File: config.mk
export PLATFORM = sky130hd
export DESIGN_NAME = instr_encoder
export DESIGN_NICKNAME = d
export VERILOG_FILES = /design/src/rtl/instr_pkg.sv /design/src/rtl/instr_format.sv /design/src/rtl/instr_encoder.sv
export SDC_FILE = /design/constraint.sdc
export NUM_CORES = 1
export LEC_CHECK = 0
export CORE_UTILIZATION = 35
export CTS_CLUSTER_DIAMETER = 100
export CTS_CLUSTER_SIZE = 30
export DETAILED_ROUTE_END_ITERATION = 6
export PLACE_DENSITY = 0.68
export SYNTH_ARGS = -nofsm -noshare
export SYNTH_HDL_FRONTEND = slang
export SYNTH_SLANG_ARGS = --single-unit
File: constraint.sdc
create_clock -name clk -period 3.1 [get_ports clk]
set_clock_uncertainty 0.05 [all_clocks]
set_input_delay 0.62 -clock clk [delete_from_list [all_inputs] [get_ports clk]]
set_output_delay 0.62 -clock clk [all_outputs]
set_load 0.01 [all_outputs]
File: src/rtl/instr_pkg.sv
// Shared definitions for the LEGv8 instruction encoder and the main decoder:
// instruction kinds, opcode constants, instruction formats, field positions
// and the D-format immediate range helper.
package instr_pkg;

    // Symbolic instruction kinds as presented on in_kind
    typedef enum logic [2:0] {
        K_ADD  = 3'd0,
        K_SUB  = 3'd1,
        K_AND  = 3'd2,
        K_ORR  = 3'd3,
        K_LDUR = 3'd4,
        K_STUR = 3'd5,
        K_CBZ  = 3'd6,
        K_MOVZ = 3'd7
    } kind_e;

    // Machine-word layout families
    typedef enum logic [1:0] {
        FMT_R  = 2'd0,
        FMT_D  = 2'd1,
        FMT_CB = 2'd2,
        FMT_IW = 2'd3
    } fmt_e;

    localparam logic [10:0] OP_ADD  = 11'b10001011000;
    localparam logic [10:0] OP_SUB  = 11'b11001011000;
    localparam logic [10:0] OP_AND  = 11'b10001010000;
    localparam logic [10:0] OP_ORR  = 11'b10101010000;
    localparam logic [10:0] OP_LDUR = 11'b11111000010;
    localparam logic [10:0] OP_STUR = 11'b11111000000;
    localparam logic [7:0]  OP_CBZ  = 8'b10110100;
    localparam logic [8:0]  OP_MOVZ = 9'b110100101;

    // Least-significant bit of each field inside the 32-bit word
    localparam int OPC11_LSB = 21;  // R and D opcodes
    localparam int OPC8_LSB  = 24;  // CB opcode
    localparam int OPC9_LSB  = 23;  // IW opcode
    localparam int RM_LSB    = 16;
    localparam int DIMM_LSB  = 12;
    localparam int CBIMM_LSB = 5;
    localparam int IWIMM_LSB = 5;
    localparam int HW_LSB    = 21;
    localparam int RN_LSB    = 5;
    localparam int RD_LSB    = 0;

    // Map a kind onto its word layout
    function automatic fmt_e kind_fmt(input kind_e kind);
        fmt_e f;
        case (kind)
            K_ADD, K_SUB, K_AND, K_ORR: f = FMT_R;
            K_LDUR, K_STUR:             f = FMT_D;
            K_CBZ:                      f = FMT_CB;
            K_MOVZ:                     f = FMT_IW;
            default:                    f = FMT_R;
        endcase
        return f;
    endfunction

    // A 19-bit value fits the 9-bit signed D offset when bits 18:8 are a sign extension
    function automatic logic d_imm_in_range(input logic [18:0] imm);
        return (&imm[18:8]) | (~|imm[18:8]);
    endfunction

endpackage

File: src/rtl/instr_format.sv
// Purely combinational field packer: kind + register/immediate fields ->
// 32-bit LEGv8 word plus a flag for an out-of-range immediate.
// Ports: kind/rd/rn/rm/imm/hw in, word/range_err out.
module instr_format
    import instr_pkg::*;
(
    input  logic [2:0]  kind,
    input  logic [4:0]  rd,
    input  logic [4:0]  rn,
    input  logic [4:0]  rm,
    input  logic [18:0] imm,
    input  logic [1:0]  hw,
    output logic [31:0] word,
    output logic        range_err
);

    kind_e kind_s;
    assign kind_s = kind_e'(kind);

    // Opcode and format-specific field placement
    always_comb begin
        word      = 32'd0;
        range_err = 1'b0;
        // Rd / Rt always occupies bits 4:0
        word[RD_LSB +: 5] = rd;
        case (kind_s)
            K_ADD:   word[OPC11_LSB +: 11] = OP_ADD;
            K_SUB:   word[OPC11_LSB +: 11] = OP_SUB;
            K_AND:   word[OPC11_LSB +: 11] = OP_AND;
            K_ORR:   word[OPC11_LSB +: 11] = OP_ORR;
            K_LDUR:  word[OPC11_LSB +: 11] = OP_LDUR;
            K_STUR:  word[OPC11_LSB +: 11] = OP_STUR;
            K_CBZ:   word[OPC8_LSB  +: 8]  = OP_CBZ;
            K_MOVZ:  word[OPC9_LSB  +: 9]  = OP_MOVZ;
            default: word[OPC11_LSB +: 11] = 11'd0;
        endcase
        case (kind_fmt(kind_s))
            FMT_R: begin
                word[RM_LSB +: 5] = rm;
                word[RN_LSB +: 5] = rn;
            end
            FMT_D: begin
                word[DIMM_LSB +: 9] = imm[8:0];
                word[RN_LSB +: 5]   = rn;
                range_err           = ~d_imm_in_range(imm);
            end
            FMT_CB: begin
                word[CBIMM_LSB +: 19] = imm;
            end
            FMT_IW: begin
                word[HW_LSB +: 2]     = hw;
                word[IWIMM_LSB +: 16] = imm[15:0];
                range_err             = |imm[18:16];
            end
            default: begin
                range_err = 1'b1;
            end
        endcase
    end

endmodule

File: src/rtl/instr_encoder.sv
// Symbolic-request to LEGv8 machine-word encoder feeding an instruction
// memory write port. One registered output stage with valid/ready on both
// sides, a slot counter that stops after DEPTH words, and immediate range
// rejection with a saturating error counter.
// Ports: clk, reset (sync, active-high), start (restart at BASE_ADDR),
//        in_valid/in_ready + in_kind/in_rd/in_rn/in_rm/in_imm/in_hw request,
//        out_valid/out_ready + out_addr/out_word result,
//        full, err (one-cycle reject pulse), err_count.
module instr_encoder
    import instr_pkg::*;
#(
    parameter int          DEPTH     = 64,
    parameter logic [31:0] BASE_ADDR = 32'h0,
    parameter int          ADDR_W    = 32
) (
    input  logic              clk,
    input  logic              reset,
    input  logic              start,
    input  logic              in_valid,
    output logic              in_ready,
    input  logic [2:0]        in_kind,
    input  logic [4:0]        in_rd,
    input  logic [4:0]        in_rn,
    input  logic [4:0]        in_rm,
    input  logic [18:0]       in_imm,
    input  logic [1:0]        in_hw,
    output logic              out_valid,
    input  logic              out_ready,
    output logic [ADDR_W-1:0] out_addr,
    output logic [31:0]       out_word,
    output logic              full,
    output logic              err,
    output logic [7:0]        err_count
);

    localparam int                SLOT_W = $clog2(DEPTH + 1);
    localparam logic [ADDR_W-1:0] BASE_A = ADDR_W'(BASE_ADDR);

    logic [SLOT_W-1:0] slot_r;
    logic [SLOT_W-1:0] slot_next_s;
    logic [ADDR_W-1:0] slot_addr_s;
    logic [31:0]       word_s;
    logic              range_err_s;
    logic              accept_s;
    logic              load_s;

    instr_format u_format (
        .kind      (in_kind),
        .rd        (in_rd),
        .rn        (in_rn),
        .rm        (in_rm),
        .imm       (in_imm),
        .hw        (in_hw),
        .word      (word_s),
        .range_err (range_err_s)
    );

    // A free output slot exists when the register is empty or draining this cycle
    assign in_ready    = ~reset & ~start & ~full & (~out_valid | out_ready);
    assign accept_s    = in_valid & in_ready;
    assign load_s      = accept_s & ~range_err_s;
    assign slot_next_s = slot_r + SLOT_W'(1);
    assign slot_addr_s = BASE_A + (ADDR_W'(slot_r) << 2);

    // Output register, slot counter and full flag
    always_ff @(posedge clk) begin
        if (reset) begin
            out_valid <= 1'b0;
            out_addr  <= BASE_A;
            out_word  <= 32'd0;
            slot_r    <= '0;
            full      <= 1'b0;
        end else if (start) begin
            out_valid <= 1'b0;
            slot_r    <= '0;
            full      <= 1'b0;
        end else if (load_s) begin
            // Also covers drain-and-refill in the same edge
            out_valid <= 1'b1;
            out_addr  <= slot_addr_s;
            out_word  <= word_s;
            slot_r    <= slot_next_s;
            full      <= (slot_next_s == SLOT_W'(DEPTH));
        end else if (out_ready) begin
            out_valid <= 1'b0;
        end else begin
            out_valid <= out_valid;
        end
    end

    // Reject pulse and saturating reject counter; start leaves the count alone
    always_ff @(posedge clk) begin
        if (reset) begin
            err       <= 1'b0;
            err_count <= 8'd0;
        end else if (start) begin
            err       <= 1'b0;
        end else begin
            err <= accept_s & range_err_s;
            if (accept_s && range_err_s && (err_count != 8'hFF)) begin
                err_count <= err_count + 8'd1;
            end else begin
                err_count <= err_count;
            end
        end
    end

endmodule

-- Yosys cells after proc, flatten, opt, wreduce, memory -nomap -nowiden
Memory sizes are Yosys's and may differ from the RTL's.
Index checks and enable logic that the tools add are counted.
- register bits after elaboration: 57
- bits in latches: 0
- bits in writable memories: 0
- ROM bits: 16
- input bits: 44
- output and inout port bits: 76
- memories kept: 1
- add/sub/neg operators: 2
- multiply operators: 0
- divide/modulo/power cells: 0
- magnitude comparators: 0
- equal/unequal tests: 12
- shift-type cells: 0
- multiplexer cells: 12
- bitwise logic cells: 14
- reductions and logical operators: 15
- memories (memory ; words ; bits a word ; read ports ; clocked after Yosys merged registers in ; wr ports ; RTL line ; RTL):
    (name not given) ; 8 ; 2 ; 1 ; 0 ; 0 ; instr_pkg.sv:50 ; case (kind)
- operators by type and width (operator ; number):
    one-hot mux 8 bit (7 select lines) ; 1
    one-hot mux 5 bit (3 select lines) ; 1
    == test 3 bit (second input constant) ; 4
    AND reduction 11 bit ; 1
    OR reduction 11 bit ; 1
    one-hot mux 5 bit (2 select lines) ; 1
    adder 8 x 1 -> 8 bit (second input constant) ; 1
    != test 8 bit (second input constant) ; 1
    one-hot mux 4 bit (2 select lines) ; 1
    OR reduction 2 bit ; 4
    adder 7 x 1 -> 7 bit (second input constant) ; 1
    == test 7 bit (second input constant) ; 1
    AND 1 bit ; 6
    == test 3 x 2 -> 1 bit (second input constant) ; 2
    inverter 1 bit ; 6
    == test 2 bit (second input constant) ; 2
    two-way mux 1 bit ; 4
    two-way mux 2 bit ; 2
    one-hot mux 2 bit (2 select lines) ; 1
    AND reduction 2 bit ; 2
    == test 3 x 1 -> 1 bit (second input constant) ; 1
    logical NOT 3 bit ; 1
    OR reduction 3 bit ; 1
    == test 2 x 1 -> 1 bit (second input constant) ; 1
    other kinds (6) ; 8

-- Logic depth before layout (Yosys ltp)
Gate-level depths: netlist (run 1).
- depth after elaboration: 8
- mapped depth: 8
- mapped depth without buffers: 5

-- By module
Synthesis (run 1) repeated with hierarchy kept, for this count alone.
- cell total of the unflattened synthesis: 375
- area, all modules: 2942.8 um2
- by module, submodules not included (module ; instances ; cells each ; area each (um2)):
    instr_encoder ; 1 ; 307 ; 2447.3
    instr_format ; 1 ; 68 ; 495.5

-- Worst setup path after synthesis (run 1)
OpenSTA, ideal clock, no wires.
- kind: input port to flip-flop
- start: input port in_kind[2]
- end: register out_word[24]
- arrival time: 2349 ps
- path slack: 574 ps
- stages on the path: 8
- cell sequence: buf_2 > and3_4 > or4_4 > a41o_1 > clkbuf_1 > clkbuf_1 > a21oi_1 > nor2_1
- cells in the longest elaborated chain, start to end: 6
- RTL lines (what ; RTL line ; RTL):
    start, declared ; instr_encoder.sv:21 ; input logic [2:0] in_kind,
    memory (8 x 2 bit) ; -- ;
    == test 2 bit / == test 2 x 1 -> 1 bit (equally long branches) ; instr_format.sv:37 ; case (kind_fmt(kind_s))
    one-hot mux 1 bit (2 select lines) ; instr_format.sv:37 ;
    inverter 1 bit ; instr_encoder.sv:61 ; assign load_s = accept_s & ~range_err_s;
    AND 1 bit ; instr_encoder.sv:61 ;
    AND reduction 2 bit (no line) ; -- ;
    end signal, assigned ; instr_encoder.sv:81 ; out_word <= word_s;
    end, declared ; instr_encoder.sv:30 ; output logic [31:0] out_word,
Several ways; a longest one is shown, not always the timed one. The select of a mux whose other input is x is not followed.
A chain may end at the register's enable or synchronous reset.

-- Worst setup path after layout (run 1)
- start: input port start
- end: output port in_ready
- cells in the longest elaborated chain, start to end: 4
- RTL lines (what ; RTL line ; RTL):
    start, declared ; instr_encoder.sv:18 ; input logic start,
    inverter 1 bit (no line) ; -- ;
    AND 1 bit (3 in series) ; instr_encoder.sv:59 ; assign in_ready = ~reset & ~start & ~full & (~out_valid | out_ready);
    end, declared ; instr_encoder.sv:20 ; output logic in_ready,
No other way between the ends.

==> impl_metrics.env, run 1 <==
export IMPL_status="complete, no violations"
export IMPL_final_cell_area_sq_mm=0.00387
export IMPL_synth_distinct_cells=47
export IMPL_ys_flop_type="dfxtp_1"
export IMPL_die_width_um=90.2
export IMPL_fp_row_count=31
export IMPL_min_path_cells=2
export IMPL_wirelength_um=6970
export IMPL_period_share_pct=95.1
export IMPL_cap_violations=0
export IMPL_tightest_slew_ns=0.549
export IMPL_gr_max_usage_layer="met2"
export IMPL_use_met1_pct=23.4
export IMPL_synth_warnings=0
export IMPL_cts_root_buf="clkbuf_8"
export IMPL_initial_utilization_pct=37.0
export IMPL_syn_avg_cell_area_sq_um=8.36
export IMPL_n_antenna_cell=0
export IMPL_drt_vias_per_instance=5.04
export IMPL_hold_path_end="out_addr[3]"
export IMPL_syn_cell_area_sq_mm=0.00272
export IMPL_crit_type="in2out"
export IMPL_worstPathArrival_ns=2.28
export IMPL_period_needed_ns=2.95
export IMPL_fin_setup_tns_ns=0
export IMPL_power_per_cell_area_mw_per_mm2=417
export IMPL_cts_resized=0
export IMPL_startpoint="start"
export IMPL_track_usage_pct=17.7
export IMPL_clockBufferDepth=2
export IMPL_max_freq_mhz=339
export IMPL_synthArstFlopShare_pct=0
export IMPL_wl_per_cell_um=13.3
export IMPL_rsz0062_at_grt="no"
export IMPL_ant_nets=0
export IMPL_holdCritPathClass="reg2reg"
export IMPL_ys_seq_area_share_pct=41.9
export IMPL_globalRouteMet3Util_pct=6.43
export IMPL_cts_tree="yes"
export IMPL_grt_ovfl_total=0
export IMPL_htree_num_levels=3
export IMPL_grtUsageMet2_pct=27.0
export IMPL_grt_max_degree=42
export IMPL_cts_setup_buffers=0
export IMPL_multi_input_area_sq_mm=0.00139
export IMPL_path_max_fanout=8
export IMPL_antenna_found_initial=0
export IMPL_seq_area_sq_mm=0.00114
export IMPL_clk_latency_ns=0.33
export IMPL_grt_pass1_vias=2432
export IMPL_reg2reg_depth=5
export IMPL_io_buffers=94
export IMPL_drt_iter0_markers=112
export IMPL_clock_sinks=57
export IMPL_ys_ff_latch=57
export IMPL_r2r_end="err_count[6]"
export IMPL_netlist_instances=326
export IMPL_clk_pin_slew_ns=0.06
export IMPL_r2r_start="out_valid"
export IMPL_synth_top_cells_by_count="dfxtp_1 (57), nand2_1 (52), a21oi_1 (29), buf_4 (25), nor2_1 (22)"
export IMPL_holdBufCountCts=0
export IMPL_final_max_slew_violation_count=0
export IMPL_layout_drive_gt1_share_pct=8.92
export IMPL_setup_viol=0
export IMPL_timing_slew_headroom_pct=63.3
export IMPL_peakVddDrop_mv=0.234
export IMPL_cp_end_kind="output port"
export IMPL_hold_viol_final=0
export IMPL_core_area_sq_mm=0.00737
export IMPL_worstPathRequired_ns=2.43
export IMPL_die_height_um=90.2
export IMPL_via_count=2645
export IMPL_grt_pass1_wl_um=11600
export IMPL_dr_pass1_iters=4
export IMPL_synth_edf_count=0
export IMPL_leakage_uw=0.00139
export IMPL_ioPinCount=120
export IMPL_ff2ff_setup_slack_ns=1.14
export IMPL_cp_start_kind="input port"
export IMPL_synth_area_top_cells="dfxtp_1 (42%), nand2_1 (7.2%), buf_4 (6.9%), a21oi_1 (5.3%), nand3_1 (3.5%)"
export IMPL_fillers=731
export IMPL_die_area_sq_mm=0.00814
export IMPL_area_delta_synth_final_pct=42.1
export IMPL_fin_nets=468
export IMPL_netlist_top_cell_by_area="dfxtp_1"
export IMPL_tritoncts_num_buffers=9
export IMPL_drcViolationCount=0
export IMPL_worstHoldStart="out_addr[3]"
export IMPL_synth_most_common_cell="dfxtp_1"
export IMPL_dp_hpwl_um=5150
export IMPL_fin_ws_ns=0.152
export IMPL_gp_congestion=0.794
export IMPL_dpl_cell_area_sq_mm=0.00369
export IMPL_synth_top_area_share_pct=41.9
export IMPL_final_util_pct=52.5
export IMPL_place_ws_ns=0.142
## cells by family (layout without fill, tap and decap cells)
kind of cell	after synthesis	count (layout)	synth area share [%]
AO/OA/AOI/OAI	70	70	17.3
multiplexers	14	14	5.51
buffers and inverters	48	124	10.5
other	1	25	0.138
AND/OR/NAND/NOR	133	133	23.4
XOR/XNOR	1	1	0.322
adder cells (fa/ha/maj)	2	2	0.919
flip-flops	57	57	41.9
## power by group
| part | total (uW) | internal [uW] | switching, uW |
|---|---|---|---|
| registers | 754 | 746 | 7.86 |
| clock network | 652 | 363 | 289 |
| logic | 208 | 105 | 103 |
| total | 1610 | 1210 | 400 |
## per-stage QoR
step,total power (uW),hold slack (ns),std cells
after global placement,976,0.391,510
after detailed placement,978,0.396,510
final,1610,0.403,525
after floorplan,888,0.412,350
after global routing,1680,0.418,525
after CTS,1630,0.406,525
## flip-flops by register name, summed over array words and instances, names as in the netlist
signal and flops:
out_addr 7, err_count 8, out_word 32, slot_r 7, full 1, err 1, out_valid 1
## placed cells by master, fill, tap and decap left out, types with 3 or more instances in the layout
cell type        count
or4_1                3
a21oi_1             29
nor2b_1              6
nor4_1               4
o21ai_0              6
nand3_1             19
dfxtp_1             57
clkbuf_8             9
buf_4               12
a311oi_1             5
or3_1                4
conb_1              25
nor3_1               7
nand4_1              5
nor2_1              22
mux2_2               8
inv_1                3
clkdlybuf4s50_1     94
o31ai_1              5
nand2_1             52
mux2i_1              6
a22o_1               5
clkinv_2             3
o2bb2ai_1            3
o211ai_1             5
## metal layers
layer  routed length, um  share of wire, %
met1                3240                46
met4                  70               1.0
met3                 503               7.2
met5                   0                 0
met2                3160                45
## cell type report
cell class                 count  area share, %
inverter                       3          0.291
multi-input combinational    245           35.8
timing repair buffer         106           26.6
clock inverter                 4           1.16
clock buffer                  11           3.39
sequential                    57           29.5
tap                           99           3.20
## worst max-delay path by stage
stage | to | slack, ns
after global placement | in_ready | 0.17
after detailed placement | in_ready | 0.14
after floorplan | out_word[24] | 0.57
final | in_ready | 0.15
after global routing | in_ready | 0.11
after CTS | in_ready | 0.14
## worst max-delay path, cell delays in order
cell	delay (ns)
clkdlybuf4s50_1	0.45
or2_2	0.39
nor3_1	0.24
clkdlybuf4s50_1	0.57
Note: power is estimated with default switching activity, not from simulation.
==> run 2, diff against run 1 <==
- CORE_UTILIZATION: 35 -> 30
- MAX_ROUTING_LAYER: default -> met4
- PLACE_DENSITY: 0.68 -> 0.6
==> impl_metrics.env, run 2 (synthesized netlist as in run 1, its figures left out) <==
export IMPL_status="complete, no violations"
export IMPL_period_needed_ns=2.91
export IMPL_fillers=872
export IMPL_rsz0062_at_grt="no"
export IMPL_max_freq_mhz=343
export IMPL_cp_start_kind="input port"
export IMPL_grt_max_degree=33
export IMPL_clock_sinks=57
export IMPL_crit_chain="clkdlybuf4s50_1 > or2_2 > nor3_1 > clkdlybuf4s50_1"
export IMPL_die_height_um=97.3
export IMPL_via_count=2588
export IMPL_tritoncts_num_buffers=9
export IMPL_pwr_share_seq_pct=41.3
export IMPL_combPwrFrac_pct=11.6
export IMPL_cts_resized=0
export IMPL_hold_viol_final=0
export IMPL_ioPinCount=120
export IMPL_die_width_um=97.3
export IMPL_crit_cells=4
export IMPL_cts_tree="yes"
export IMPL_regMostFlops="out_word"
export IMPL_holdBufCountCts=0
export IMPL_min_path_cells=2
export IMPL_holdCritPathClass="reg2reg"
export IMPL_drt_iter0_markers=85
export IMPL_worstPathArrival_ns=2.24
export IMPL_ant_nets=0
export IMPL_timing_slew_headroom_pct=62.0
export IMPL_track_usage_pct=16.8
export IMPL_final_max_slew_violation_count=0
export IMPL_crit_family="buffers and inverters"
export IMPL_final_common_cell="clkdlybuf4s50_1"
export IMPL_leakage_uw=0.00141
export IMPL_peakVddDrop_mv=0.217
export IMPL_fin_setup_tns_ns=0
export IMPL_worstHoldStart="out_addr[3]"
export IMPL_hold_path_end="out_addr[3]"
export IMPL_wl_per_cell_um=14.2
export IMPL_clockBufferDepth=2
export IMPL_worst_path_most_repeated_cell="clkdlybuf4s50_1"
export IMPL_cp_buffers_inverters=2
export IMPL_dp_hpwl_um=5460
export IMPL_layout_drive_gt1_share_pct=8.94
export IMPL_p_switching_uw=419
export IMPL_crit_type="in2out"
export IMPL_p_int_uw=1410
export IMPL_cp_end_kind="output port"
export IMPL_reg2reg_depth=5
export IMPL_area_delta_synth_final_pct=44.9
export IMPL_fin_nets=466
export IMPL_dp_cells=517
export IMPL_total_power_uw=1820
export IMPL_gp_congestion=0.798
export IMPL_cts_setup_buffers=0
export IMPL_fp_row_count=34
export IMPL_finalNonFillerCells=533
export IMPL_period_share_pct=94.0
export IMPL_wirelength_um=7560
export IMPL_setup_viol=0
export IMPL_slowest_delay_ns=0.57
export IMPL_largest_reg_flops=32
export IMPL_cp_slowest_cell="clkdlybuf4s50_1"
export IMPL_seq_area_sq_mm=0.00114
export IMPL_path_max_fanout=8
export IMPL_initial_utilization_pct=31.1
export IMPL_htree_num_levels=3
export IMPL_drt_vias_per_instance=4.86
export IMPL_die_area_sq_mm=0.00946
export IMPL_cts_root_buf="clkbuf_8"
export IMPL_grt_pass1_wl_um=12400
export IMPL_r2r_start="out_valid"
export IMPL_final_cell_mix="clkdlybuf4s50_1 (94), dfxtp_1 (57), nand2_1 (52), a21oi_1 (29), conb_1 (25)"
export IMPL_core_area_sq_mm=0.00876
export IMPL_drcViolationCount=0
export IMPL_tightest_slew_ns=0.568
export IMPL_clk_pin_slew_ns=0.06
export IMPL_cap_violations=0
export IMPL_n_antenna_cell=0
export IMPL_ff2ff_setup_slack_ns=1.16
export IMPL_power_frac_clock_pct=47.1
export IMPL_reg_top3="out_word: 32 flops, err_count: 8 flops"
export IMPL_power_per_cell_area_mw_per_mm2=462
export IMPL_switching_share_pct=23.0
export IMPL_whs_ns=0.406
export IMPL_clk_latency_ns=0.33
export IMPL_dr_pass1_iters=4
export IMPL_multi_input_area_sq_mm=0.00139
export IMPL_io_buffers=94
export IMPL_grt_pass1_vias=2465
export IMPL_antenna_found_initial=0
export IMPL_worstPathRequired_ns=2.43
export IMPL_r2r_end="err_count[6]"
export IMPL_grt_ovfl_total=0
## run 2: layout make-up
class                   instances  share of cell area (%)
multi-input cells             245                    35.1
flip-flops and latches         57                    28.9
repair buffers                104                    26.1
clock buffers                  11                    3.58
well taps                     108                    3.42
clock inverters                 5                    2.60
inverters                       3                   0.285
## run 2: worst max path at each step
stage / start / slack, ns / end
2_1_floorplan: in_kind[2] / 0.57 / out_word[24]
3_3_place_gp: reset / 0.20 / in_ready
3_5_place_dp: reset / 0.13 / err_count[5]
4_1_cts: reset / 0.18 / in_ready
5_1_grt: reset / 0.12 / in_ready
6_report: reset / 0.19 / in_ready
## run 2: tightest hold or removal path, stage by stage (launching register included)
cell and delay (ns):
dfxtp_1 0.31, nand2_1 0.05, a21oi_1 0.05
## run 2: metal layers
metal | track usage, % | vias to the layer above | part of all wire, % | wire (um)
met3 | 4.89 | 7 | 5.8 | 440
met4 | 4.75 | 0 | 0.81 | 61
met1 | 22.0 | 1189 | 48 | 3650
li1 | - | 1299 | - | -
met2 | 25.3 | 93 | 45 | 3410
met5 | - | - | 0 | 0
## run 2: power groups by stage
stage | logic, uW | registers (uW) | clock network, uW
detailed placement | 211 | 770 | 0
CTS | 211 | 754 | 879
finish | 211 | 754 | 860
floorplan | 113 | 775 | 0
global route | 229 | 756 | 922
global placement | 208 | 770 | 0
## run 2: stage by stage
step / instance area (sq um) / worst slack [ns] / utilization, %
floorplan: 2810 / 0.574 / -
global placement: 3700 / 0.202 / 42.2
detailed placement: 3700 / 0.130 / 42.2
CTS: 3950 / 0.176 / 45.0
global route: 3950 / 0.124 / 45.0
finish: 3950 / 0.187 / 45.0
==> run 3, diff against run 2 <==
- DONT_BUFFER_PORTS: default -> 1
- PLACE_DENSITY: 0.6 -> 0.56
==> impl_metrics.env, run 3 (synthesized netlist as in run 1, its figures left out) <==
export IMPL_status="complete, no violations"
export IMPL_clk_pin_slew_ns=0.07
export IMPL_period_needed_ns=2.19
export IMPL_cap_violations=0
export IMPL_ant_nets=0
export IMPL_rsz0062_at_grt="no"
export IMPL_drcViolationCount=0
export IMPL_final_util_pct=33.5
export IMPL_io_buffers=0
export IMPL_fp_row_count=34
export IMPL_hold_viol_final=0
export IMPL_clockBufferDepth=2
export IMPL_dp_cells=418
export IMPL_final_max_slew_violation_count=0
export IMPL_max_freq_mhz=457
export IMPL_initial_utilization_pct=31.1
export IMPL_worstPathRequired_ns=3.31
export IMPL_track_usage_pct=14.9
export IMPL_fin_nets=367
export IMPL_timing_slew_headroom_pct=64.1
export IMPL_grt_ovfl_total=0
export IMPL_wirelength_um=6730
export IMPL_holdCritPathClass="in2reg"
export IMPL_peakVddDrop_mv=0.297
export IMPL_largest_reg_flops=32
export IMPL_cp_end_kind="flop"
export IMPL_final_cell_mix="dfxtp_1 (57), nand2_1 (52), a21oi_1 (29), conb_1 (25), nor2_1 (22)"
export IMPL_gr_max_usage_layer="met2"
export IMPL_area_delta_synth_final_pct=7.63
export IMPL_combPwrFrac_pct=5.4
export IMPL_via_count=2277
export IMPL_cts_resized=0
export IMPL_path_max_fanout=10
export IMPL_use_met1_pct=17.7
export IMPL_grtUsageMet2_pct=22.9
export IMPL_tightest_slew_ns=0.537
export IMPL_core_area_sq_mm=0.00876
export IMPL_tritoncts_num_buffers=9
export IMPL_leakage_uw=0.00103
export IMPL_grt_pass1_vias=2207
export IMPL_cts_tree="yes"
export IMPL_total_power_uw=1620
export IMPL_cts_root_buf="clkbuf_8"
export IMPL_crit_type="in2reg"
export IMPL_p_switching_uw=372
export IMPL_power_frac_clock_pct=47.7
export IMPL_layout_drive_gt1_share_pct=10.1
export IMPL_holdBufCountCts=0
export IMPL_worstPathArrival_ns=2.40
export IMPL_reg_top3="out_word: 32 flops, err_count: 8 flops"
export IMPL_clock_sinks=57
export IMPL_dp_hpwl_um=4910
export IMPL_pwr_share_seq_pct=47.0
export IMPL_period_share_pct=70.6
export IMPL_switching_share_pct=22.9
export IMPL_dr_pass1_iters=4
export IMPL_die_area_sq_mm=0.00946
export IMPL_gp_congestion=0.806
export IMPL_die_width_um=97.3
export IMPL_final_common_cell="dfxtp_1"
export IMPL_cts_setup_buffers=0
export IMPL_setup_viol=0
export IMPL_grt_max_degree=45
export IMPL_fin_setup_tns_ns=0
export IMPL_finalNonFillerCells=434
export IMPL_drt_iter0_markers=82
export IMPL_p_int_uw=1250
export IMPL_drt_vias_per_instance=5.25
export IMPL_antenna_found_initial=0
export IMPL_ioPinCount=120
export IMPL_htree_num_levels=3
export IMPL_regMostFlops="out_word"
export IMPL_cp_start_kind="input port"
export IMPL_power_per_cell_area_mw_per_mm2=554
export IMPL_whs_ns=0.300
export IMPL_globalRouteMet3Util_pct=5.61
export IMPL_die_height_um=97.3
export IMPL_n_antenna_cell=0
export IMPL_grt_pass1_wl_um=11000
export IMPL_wl_per_cell_um=15.5
export IMPL_clk_latency_ns=0.33
==> run 3: metal layers <==
| layer | wire length, um | share of wire, % | up-vias |
|---|---|---|---|
| met3 | 593 | 8.8 | 11 |
| met1 | 3010 | 45 | 1051 |
| li1 | - | - | 1106 |
| met2 | 3010 | 45 | 109 |
| met4 | 110 | 1.6 | 0 |
| met5 | 0 | 0 | - |
==> run 3: power groups by stage <==
stage	Sequential, uW	Clock (uW)	Combinational, uW
finish	762	773	87.5
global route	763	830	99.7
CTS	762	798	87.4
detailed placement	779	0	87.2
global placement	779	0	86.3
floorplan	775	0	113
==> run 3: final timing paths <==
kind	from	to	slack, ns	cells after the start
worst max-delay path	in_kind[0]	slot_r[5]	0.91	5
worst min-delay path	reset	err_count[3]	0.30	1
worst max register to register	out_valid	err_count[6]	1.07	6
worst min register to register	out_addr[7]	out_addr[7]	0.45	2
==> run 3: metrics by stage <==
| stage | worst slack (ns) | area, sq um |
|---|---|---|
| after global routing | 0.757 | 2930 |
| after CTS | 0.948 | 2930 |
| after floorplan | 0.574 | 2810 |
| final | 0.910 | 2930 |
| after global placement | 0.621 | 2710 |
| after detailed placement | 0.598 | 2710 |
==> run 3: cell type report <==
| class | instances | area (sq um) |
|---|---|---|
| clock buffer | 11 | 141 |
| clock inverter | 5 | 78.8 |
| fill | 936 | 5830 |
| inverter | 3 | 11.3 |
| multi-input combinational | 245 | 1390 |
| sequential | 57 | 1140 |
| tap | 108 | 135 |
| timing repair buffer | 5 | 37.5 |
==> run 3: worst max-delay path: stages <==
cell and delay (ns):
and3_4 0.16, or4_4 0.56, a41o_1 0.38, or4_1 0.53
a21oi_1 0.15
